`config.mk`:
```
export PLATFORM = sky130hd
export DESIGN_NAME = pixel_sensor_controller
export DESIGN_NICKNAME = d
export VERILOG_FILES = /design/src/rtl/sensor_pkg.sv /design/src/rtl/gray_counter.sv /design/src/rtl/pixel_sensor_controller.sv
export SDC_FILE = /design/constraint.sdc
export NUM_CORES = 1
export LEC_CHECK = 0
export ABC_AREA = 1
export BUFFER_PORTS_ARGS = -buffer_cell sky130_fd_sc_hd__buf_2
export CORE_ASPECT_RATIO = 0.75
export CORE_MARGIN = 5
export CORE_UTILIZATION = 35
export CTS_BUF_LIST = sky130_fd_sc_hd__clkbuf_16
export DETAILED_ROUTE_END_ITERATION = 8
export PLACE_DENSITY = 0.53
export SYNTH_ARGS = -nofsm -noshare
export SYNTH_HDL_FRONTEND = slang
export SYNTH_SLANG_ARGS = --single-unit
```
`constraint.sdc`:
```
create_clock -name CLK -period 3.25 [get_ports CLK]
set_clock_uncertainty 0.1 [all_clocks]
set_input_delay 0.325 -clock CLK [delete_from_list [all_inputs] [get_ports CLK]]
set_output_delay 0.325 -clock CLK [all_outputs]
set_load 0.02 [all_outputs]
```
`src/rtl/sensor_pkg.sv`:
```
// Shared types and width helpers for the pixel sensor frame sequencer.
package sensor_pkg;

    // Frame-level sequencer states
    typedef enum logic [2:0] {
        ST_IDLE,
        ST_ERASE,
        ST_EXPOSE,
        ST_CONVERT,
        ST_READ,
        ST_DONE
    } state_t;

    // Sub-phases of one row slot during READ
    typedef enum logic [1:0] {
        RD_SELECT,
        RD_CAPTURE,
        RD_SHIFT
    } rd_phase_t;

    // Registered single-bit control outputs, kept together so they update as one word
    typedef struct packed {
        logic erase;
        logic expose;
        logic convert;
        logic read_clk;
        logic write_clk;
        logic busy;
        logic frame_done;
    } ctl_t;

    // Bits needed to hold the values 0..max_val
    function automatic int unsigned cnt_w(input int unsigned max_val);
        return (max_val < 2) ? 1 : $clog2(max_val + 1);
    endfunction

    // Bits needed to index n items (at least 1)
    function automatic int unsigned idx_w(input int unsigned n);
        return (n < 2) ? 1 : $clog2(n);
    endfunction

    // Widths for the default array geometry
    localparam int DEF_BIT_DEPTH = 8;
    localparam int DEF_HEIGHT    = 2;
    localparam int DEF_ROW_W     = idx_w(DEF_HEIGHT);

endpackage

```
`src/rtl/gray_counter.sv`:
```
// Binary up-counter with a registered Gray-coded copy for the pixel latches.
// Gray output always equals bin ^ (bin >> 1) of the binary value held alongside it.
module gray_counter #(
    parameter int W = 8
) (
    input  logic         CLK,
    input  logic         RESET,
    input  logic         en,
    input  logic         clr,
    output logic [W-1:0] bin,
    output logic [W-1:0] gray
);

    logic [W-1:0] bin_nxt;

    assign bin_nxt = bin + 1'b1;

    // Count on enable, clear synchronously; clear wins over enable
    always_ff @(posedge CLK or posedge RESET) begin
        if (RESET) begin
            bin  <= '0;
            gray <= '0;
        end else if (clr) begin
            bin  <= '0;
            gray <= '0;
        end else if (en) begin
            bin  <= bin_nxt;
            gray <= bin_nxt ^ (bin_nxt >> 1);
        end
    end

endmodule

```
`src/rtl/pixel_sensor_controller.sv`:
```
// Frame sequencer: erase -> expose -> single-slope convert -> row readout -> done.
// Every output is registered from the next-state values, so it lines up with the state.
module pixel_sensor_controller
    import sensor_pkg::*;
#(
    parameter int BIT_DEPTH              = 8,
    parameter int WIDTH                  = 2,
    parameter int HEIGHT                 = 2,
    parameter int OUTPUT_BUS_PIXEL_WIDTH = 2,
    parameter int ERASE_CYCLES           = 5,
    parameter int EXPOSE_CYCLES          = 255
) (
    input  logic                 CLK,
    input  logic                 RESET,
    input  logic                 START,
    output logic                 ERASE,
    output logic                 EXPOSE,
    output logic                 CONVERT,
    output logic [BIT_DEPTH-1:0] COUNTER,
    output logic [HEIGHT-1:0]    ROW_SELECT,
    output logic                 READ_CLK,
    output logic                 WRITE_CLK,
    output logic                 BUSY,
    output logic                 FRAME_DONE
);

    // Output-bus words per row
    localparam int K      = WIDTH / OUTPUT_BUS_PIXEL_WIDTH;
    localparam int PH_MAX = (ERASE_CYCLES > EXPOSE_CYCLES) ? ERASE_CYCLES : EXPOSE_CYCLES;
    localparam int PH_W   = cnt_w(PH_MAX - 1);
    localparam int ROW_W  = idx_w(HEIGHT);
    localparam int WORD_W = idx_w(K);

    localparam logic [PH_W-1:0]   ERASE_LAST  = PH_W'(ERASE_CYCLES - 1);
    localparam logic [PH_W-1:0]   EXPOSE_LAST = PH_W'(EXPOSE_CYCLES - 1);
    localparam logic [ROW_W-1:0]  ROW_LAST    = ROW_W'(HEIGHT - 1);
    localparam logic [WORD_W-1:0] WORD_LAST   = WORD_W'(K - 1);

    state_t            state, nxt_state;
    rd_phase_t         rd_phase, nxt_rd;
    logic              half, nxt_half;     // 0: strobe slot, 1: following low cycle
    logic [PH_W-1:0]   ph_cnt, nxt_ph;
    logic [ROW_W-1:0]  row_idx, nxt_row;
    logic [WORD_W-1:0] word_idx, nxt_word;

    logic                 gc_en, gc_clr;
    logic [BIT_DEPTH-1:0] gc_bin, gc_gray;
    ctl_t                 ctl_q;

    // The binary side doubles as the CONVERT phase counter
    gray_counter #(
        .W (BIT_DEPTH)
    ) u_gray (
        .CLK   (CLK),
        .RESET (RESET),
        .en    (gc_en),
        .clr   (gc_clr),
        .bin   (gc_bin),
        .gray  (gc_gray)
    );

    // State and index registers
    always_ff @(posedge CLK or posedge RESET) begin
        if (RESET) begin
            state    <= ST_IDLE;
            rd_phase <= RD_SELECT;
            half     <= 1'b0;
            ph_cnt   <= '0;
            row_idx  <= '0;
            word_idx <= '0;
        end else begin
            state    <= nxt_state;
            rd_phase <= nxt_rd;
            half     <= nxt_half;
            ph_cnt   <= nxt_ph;
            row_idx  <= nxt_row;
            word_idx <= nxt_word;
        end
    end

    // Next-state, phase counters and Gray counter control
    always_comb begin
        nxt_state = state;
        nxt_rd    = rd_phase;
        nxt_half  = half;
        nxt_ph    = ph_cnt;
        nxt_row   = row_idx;
        nxt_word  = word_idx;
        gc_en     = 1'b0;
        gc_clr    = 1'b0;
        case (state)
            ST_IDLE: begin
                if (START) begin
                    nxt_state = ST_ERASE;
                    nxt_ph    = '0;
                end
            end
            ST_ERASE: begin
                if (ph_cnt == ERASE_LAST) begin
                    nxt_state = ST_EXPOSE;
                    nxt_ph    = '0;
                end else begin
                    nxt_ph = ph_cnt + 1'b1;
                end
            end
            ST_EXPOSE: begin
                if (ph_cnt == EXPOSE_LAST) begin
                    nxt_state = ST_CONVERT;
                    nxt_ph    = '0;
                    gc_clr    = 1'b1;   // first CONVERT cycle shows code 0
                end else begin
                    nxt_ph = ph_cnt + 1'b1;
                end
            end
            ST_CONVERT: begin
                if (&gc_bin) begin
                    // Stop counting so the final code is held through READ
                    nxt_state = ST_READ;
                    nxt_rd    = RD_SELECT;
                    nxt_half  = 1'b0;
                    nxt_row   = '0;
                    nxt_word  = '0;
                end else begin
                    gc_en = 1'b1;
                end
            end
            ST_READ: begin
                case (rd_phase)
                    RD_SELECT: begin
                        nxt_rd   = RD_CAPTURE;
                        nxt_half = 1'b0;
                    end
                    RD_CAPTURE: begin
                        if (!half) begin
                            nxt_half = 1'b1;
                        end else begin
                            nxt_rd   = RD_SHIFT;
                            nxt_half = 1'b0;
                            nxt_word = '0;
                        end
                    end
                    RD_SHIFT: begin
                        if (!half) begin
                            nxt_half = 1'b1;
                        end else if (word_idx == WORD_LAST) begin
                            nxt_half = 1'b0;
                            nxt_word = '0;
                            if (row_idx == ROW_LAST) begin
                                nxt_state = ST_DONE;
                                gc_clr    = 1'b1;   // code returns to 0 in DONE
                            end else begin
                                nxt_row = row_idx + 1'b1;
                                nxt_rd  = RD_SELECT;
                            end
                        end else begin
                            nxt_word = word_idx + 1'b1;
                            nxt_half = 1'b0;
                        end
                    end
                    default: nxt_rd = RD_SELECT;
                endcase
            end
            ST_DONE: nxt_state = ST_IDLE;
            default: nxt_state = ST_IDLE;
        endcase
    end

    // Output registers decoded from the next state so they align with it
    always_ff @(posedge CLK or posedge RESET) begin
        if (RESET) begin
            ctl_q      <= '0;
            ROW_SELECT <= '0;
        end else begin
            ctl_q.erase      <= (nxt_state == ST_ERASE);
            ctl_q.expose     <= (nxt_state == ST_EXPOSE);
            ctl_q.convert    <= (nxt_state == ST_CONVERT);
            ctl_q.read_clk   <= (nxt_state == ST_READ) && (nxt_rd == RD_CAPTURE) && !nxt_half;
            ctl_q.write_clk  <= (nxt_state == ST_READ) && (nxt_rd == RD_SHIFT) && !nxt_half;
            ctl_q.busy       <= (nxt_state != ST_IDLE);
            ctl_q.frame_done <= (nxt_state == ST_DONE);
            ROW_SELECT       <= (nxt_state == ST_READ) ? (HEIGHT'(1) << nxt_row) : '0;
        end
    end

    assign ERASE      = ctl_q.erase;
    assign EXPOSE     = ctl_q.expose;
    assign CONVERT    = ctl_q.convert;
    assign READ_CLK   = ctl_q.read_clk;
    assign WRITE_CLK  = ctl_q.write_clk;
    assign BUSY       = ctl_q.busy;
    assign FRAME_DONE = ctl_q.frame_done;
    assign COUNTER    = gc_gray;

endmodule

```
**After elaboration in Yosys (flattened, before gate mapping)**

Cells that the tools add are included.

- Add/sub/neg operators: 4
- Equal/unequal tests: 20
- Shift operators: 1
- Multiplexer cells: 49
- Bitwise logic cells: 1
- Reductions and logical operators: 15

Operators with widths:

| cell | count |
|---|---|
| 8-bit two-way mux | 7 |
| 3-bit two-way mux | 8 |
| 8-bit one-hot mux with 3 select lines | 1 |
| 1-bit two-way mux | 18 |
| 8-bit by 1-bit adder with 8-bit output, second input constant | 2 |
| 3-bit one-hot mux with 5 select lines | 1 |
| 3-bit by 2-bit equality test with 1-bit output, second input constant | 4 |
| 2-bit two-way mux | 6 |
| 1-bit one-hot mux with 2 select lines | 6 |
| 3-bit equality test, second input constant | 3 |
| 8-bit by 3-bit equality test with 1-bit output, second input constant | 1 |
| 8-bit equality test, second input constant | 1 |
| 8-bit AND reduction | 1 |
| 8-bit by 7-bit XOR with 8-bit output | 1 |
| 3-bit by 1-bit equality test with 1-bit output, second input constant | 2 |
| 3-bit inequality test, second input constant | 2 |
| 2-bit one-hot mux with 3 select lines | 1 |
| 3-bit nonzero test | 2 |
| 5-bit AND reduction | 1 |
| 2-bit by 1-bit equality test with 1-bit output, second input constant | 2 |
| 2-bit equality test, second input constant | 2 |
| 1-bit logical AND | 4 |
| 2-bit inequality test, second input constant | 2 |
| 2-bit one-hot mux with 2 select lines | 1 |
| other kinds (9) | 11 |

- Register bits after elaboration: 41
- Bits of input ports: 3
- Output and inout bits: 17
- Logic and storage cells: 106

**Longest topological paths before layout**

- Depth after elaboration: 8
- Mapped depth: 10
- Depth with buffers taken out: 10

**Cells and area by module**

Synthesis repeated with hierarchy kept, for this count alone.

- Cells, all modules: 279
- Area total of the unflattened synthesis: 2179.6 um2

Modules (own cells, without submodules):

| module | times used | cells each | area an instance (um2) | sequential area each (um2) |
|---|---|---|---|---|
| pixel_sensor_controller | 1 | 171 | 1341.3 | 600.6 |
| gray_counter | 1 | 108 | 838.3 | 375.4 |

**Least setup slack after synthesis**

No wires, ideal clock.

- Path type: flip-flop to flip-flop
- Start: register rd_phase[0]
- End: register u_gray.gray[0]
- Setup time: 0.127 ns
- Arrival: 1.339 ns
- Required time: 3.023 ns
- Path slack: 1.683 ns
- Stages on the path, launching flop included: 10
- Buffers on the path: 0
- Clock period less this slack: 1.567 ns
- Cells stage by stage: dfrtp_1 > inv_1 > ha_1 > nand2_1 > inv_1 > nand4_1 > nand3_4 > inv_1 > nand2_1 > o21ai_0

- Word-level cells in the longest chain between the ends: 4
- Elaborated cells between the ends (all ways): 5
- Classes of those cells: eq/ne: 1; mux: 3; reduce/logical: 1

Ends and longest elaborated chain:

| element | RTL line | source |
|---|---|---|
| from (decl) | pixel_sensor_controller.sv:40 | `rd_phase_t rd_phase, nxt_rd;` |
| from (signal assigned) | pixel_sensor_controller.sv:73 | `rd_phase <= nxt_rd;` |
| 2-bit equality test * | pixel_sensor_controller.sv:128 | `case (rd_phase)` |
| 1-bit two-way mux * | pixel_sensor_controller.sv:128 |  |
| 1-bit one-hot mux with 2 select lines * | pixel_sensor_controller.sv:91 | `case (state)` |
| 8-bit two-way mux or 2-bit nonzero test (tied branches) | - |  |
| to (signal assigned) | gray_counter.sv:28 | `gray <= bin_nxt ^ (bin_nxt >> 1);` |
| to (decl) | gray_counter.sv:11 | `output logic [W-1:0] gray` |

Every way passes the cells marked *; elsewhere a longest branch is shown, timed or not.
A chain may end at the register's enable or synchronous reset.

**Worst setup path in the final report**

- Start: register rd_phase[0]
- End: register u_gray.gray[1]

Same word-level chain as after synthesis.

==> results.toml <==
[logic_synthesis]
ys_top_cells_by_area = "dfrtp_1 48%, nand2_1 12%, inv_1 7.0%"
synth_flop_cell = "dfrtp_1"
syn-num-nets = 261
yosysWarnings = 0
synth-seq-cells = 39
postSynthAreaPerCell_um2 = 8.19
yosys.area.top_type = "dfrtp_1"
async_flop_share_pct = 100
synth-edff-count = 0
syn-cell-area_um2 = 2050
post_synth_inst_count = 250
ys_seq_area_share_pct = 47.7
synth.top_cell.area_share_pct = 47.7
ys_types = 24

[worst_hold_path]
holdCritPathClass = "in -> async"

[worst_setup_path]
path_cells = "inv_1 > ha_1 > nand2_1 > inv_1 > nand4_1 > nand3_4 > inv_1 > nand2_1 > o21ai_0"
timing.critical_path.fanout_max = 10
crit_family = "simple AND/OR/NAND/NOR gates"
crit_path_max_incr_delay_ps = 440
crit_type = "reg -> reg"
cp_slowest_cell = "dfrtp_1"
cp_common_cell = "inv_1"
worst_setup_path_end_kind = "flip-flop"
required_ps = 3310
timing.critical_path.buf_inv = 3
cp.arrival_ps = 1910
setup.worst_path.start_class = "flip-flop"

[floorplanning]
die-area_um2 = 7490
initial_core_util_pct = 35.7
top_level_ports = 20
core_region_area_um2 = 5740
die_x_um = 98.3
fp.dieH_um = 76.2
rows = 24

[global_route]
grt_max_degree = 40
grt_antenna_before_repair = 0
grt_pass1_vias = 1500
grt_pass1_wl_mm = 7.37
grt_usage_pct = 12.1
gr-total-overflow = 0

[power]
leakagePower_nw = 1.22
power.density_nw_per_um2 = 401
ir_drop_uv = 242

[sta]
tightestPinTransition_ps = 499
slew_headroom_pct = 66.7
setup_tns_ps = 0
min_period_over_period_pct = 56.8
fin_crit_ps = 1850
hold_viol = 0
hold-worst-slack_ps = 56.1
setup_violations = 0
fmax_mhz = 542
rsz0062_at_grt = "false"
final_max_slew_viol_count = 0

[route]
drtIter0Drc = 85
first_pass_iters = 4
ant_nets = 0
wire_per_inst_um = 11.9
wl_mm = 4.22
dr_total_vias = 1616
avgViaCountPerCell = 4.55
drc = 0

[final_layout]
antenna_cells = 0
areaGrowthSynthToFinish_pct = 16.1
nNetsFinal = 287
drive_gt1_share_pct = 13.7

[clock_network]
cts-root-buf = "clkbuf_16"
post_cts_buffers = 0
post_cts_resized = 0
ctsHoldBuffers = 0
h-tree-depth = 2
clk_pin_slew_worst_paths_ps = 60
cts_buffer_depth = 2
clock_latency_ps = 280
cts_tree = "yes"
cts_sinks = 39
cts_buffers = 5

[outcome]
status = "complete, no violations"

[place]
portBuffers = 19
hpwl_mm = 3.06
gp_congestion = 0.797

[flow_run]
maxCapViolCount = 0
==> per-stage QoR <==
| step | worst slack, ps | utilization, % | instance area (µm²) | power (W) | std cells |
|---|---|---|---|---|---|
| finish | 1400 | 41.4 | 2380 | 0.000953 | 355 |
| global route | 1150 | 41.4 | 2380 | 0.000992 | 355 |
| CTS | 1370 | 41.4 | 2380 | 0.000965 | 355 |
| detailed placement | 1370 | 39.0 | 2240 | 0.000507 | 347 |
| global placement | 1360 | 39.0 | 2240 | 0.000507 | 347 |
| floorplan | 1680 | - | 2050 | 0.000502 | 250 |
==> worst reg2reg max path: cells and delay by family, from the launching register on <==
family	cells	cell delay [ps]
buffers and inverters	3	350
and+or+nand+nor	4	570
DFF	1	440
AOI/OAI and AO/OA	1	70
adders and majority gates	1	200
==> cell type report <==
class,instances,area [µm²]
clock buffer,5,125
clock inverter,3,11.3
fill,591,3360
inverter,39,146
multi-input combinational,171,917
sequential,39,976
tap,78,97.6
timing repair buffer,20,103
==> cells in the mapped netlist, types with 2 or more instances <==
master	n
o21ai_2	2
nor2_4	3
nand2_1	66
nand3_1	22
dfrtp_1	39
o22ai_1	3
nand2_2	2
xor2_1	7
inv_1	38
nor2_1	23
o21ai_0	15
xnor2_1	4
nor2_2	2
ha_1	8
nand4_1	6
nor3_1	2
==> logic make-up after synthesis <==
family | after synthesis | synth area share, %
simple gates | 130 | 29.2
buf+inv | 40 | 7.52
flops | 39 | 47.7
compound gates | 22 | 6.05
xor+xnor | 11 | 4.71
fa+ha+maj | 8 | 4.89
==> path summary, 6_finish.rpt <==
path                                start             end  slack (ps)  cells after the start
max in group asynchronous           RESET         row_idx        2630                      3
setup / recovery              rd_phase[0]  u_gray.gray[1]        1400                      9
min in group CLK                    START       ph_cnt[7]         320                      4
hold reg to reg            u_gray.gray[4]  u_gray.gray[4]         380                      2
setup reg to reg              rd_phase[0]  u_gray.gray[1]        1400                      9
hold / removal                      RESET  u_gray.gray[2]          60                      3
==> where the power goes <==
group	leakage (nW)	switching, W	internal [W]
sequential	0.509	0	0.000486
combinational	0.639	0.00000999	0.00000174
clock	0.0701	0.000179	0.000276
==> metal layers <==
| layer | part of all wire [%] | vias to the layer above | wire (µm) | GRT usage (%) |
|---|---|---|---|---|
| li1 | - | 834 | - | - |
| met1 | 57 | 735 | 2400 | 20.0 |
| met2 | 36 | 43 | 1540 | 15.0 |
| met3 | 6.0 | 4 | 254 | 3.39 |
| met4 | 0.71 | 0 | 30 | 2.86 |
| met5 | 0 | - | 0 | 0 |
==> flip-flops by register name, summed over array words and instances, names as in the netlist <==
| register | cells |
|---|---|
| BUSY | 1 |
| CONVERT | 1 |
| ERASE | 1 |
| EXPOSE | 1 |
| FRAME_DONE | 1 |
| READ_CLK | 1 |
| ROW_SELECT | 2 |
| WRITE_CLK | 1 |
| half | 1 |
| ph_cnt | 8 |
| rd_phase | 2 |
| row_idx | 1 |
| state | 3 |
| u_gray.bin | 7 |
| u_gray.gray | 8 |
==> placed cells by master (no fill, tap or decap) <==
master,instances
a22oi_1,1
buf_2,19
buf_4,1
clkbuf_16,5
clkinv_1,2
dfrtp_1,39
ha_1,8
inv_1,39
inv_2,1
nand2_1,66
nand2_2,2
nand2_4,1
nand3_1,22
nand3_2,1
nand3_4,1
nand4_1,6
nor2_1,23
nor2_2,2
nor2_4,3
nor3_1,2
nor3b_1,1
o21ai_0,15
o21ai_1,1
o21ai_2,2
o22ai_1,3
xnor2_1,4
xor2_1,7
(Power assumes the default switching activity.)
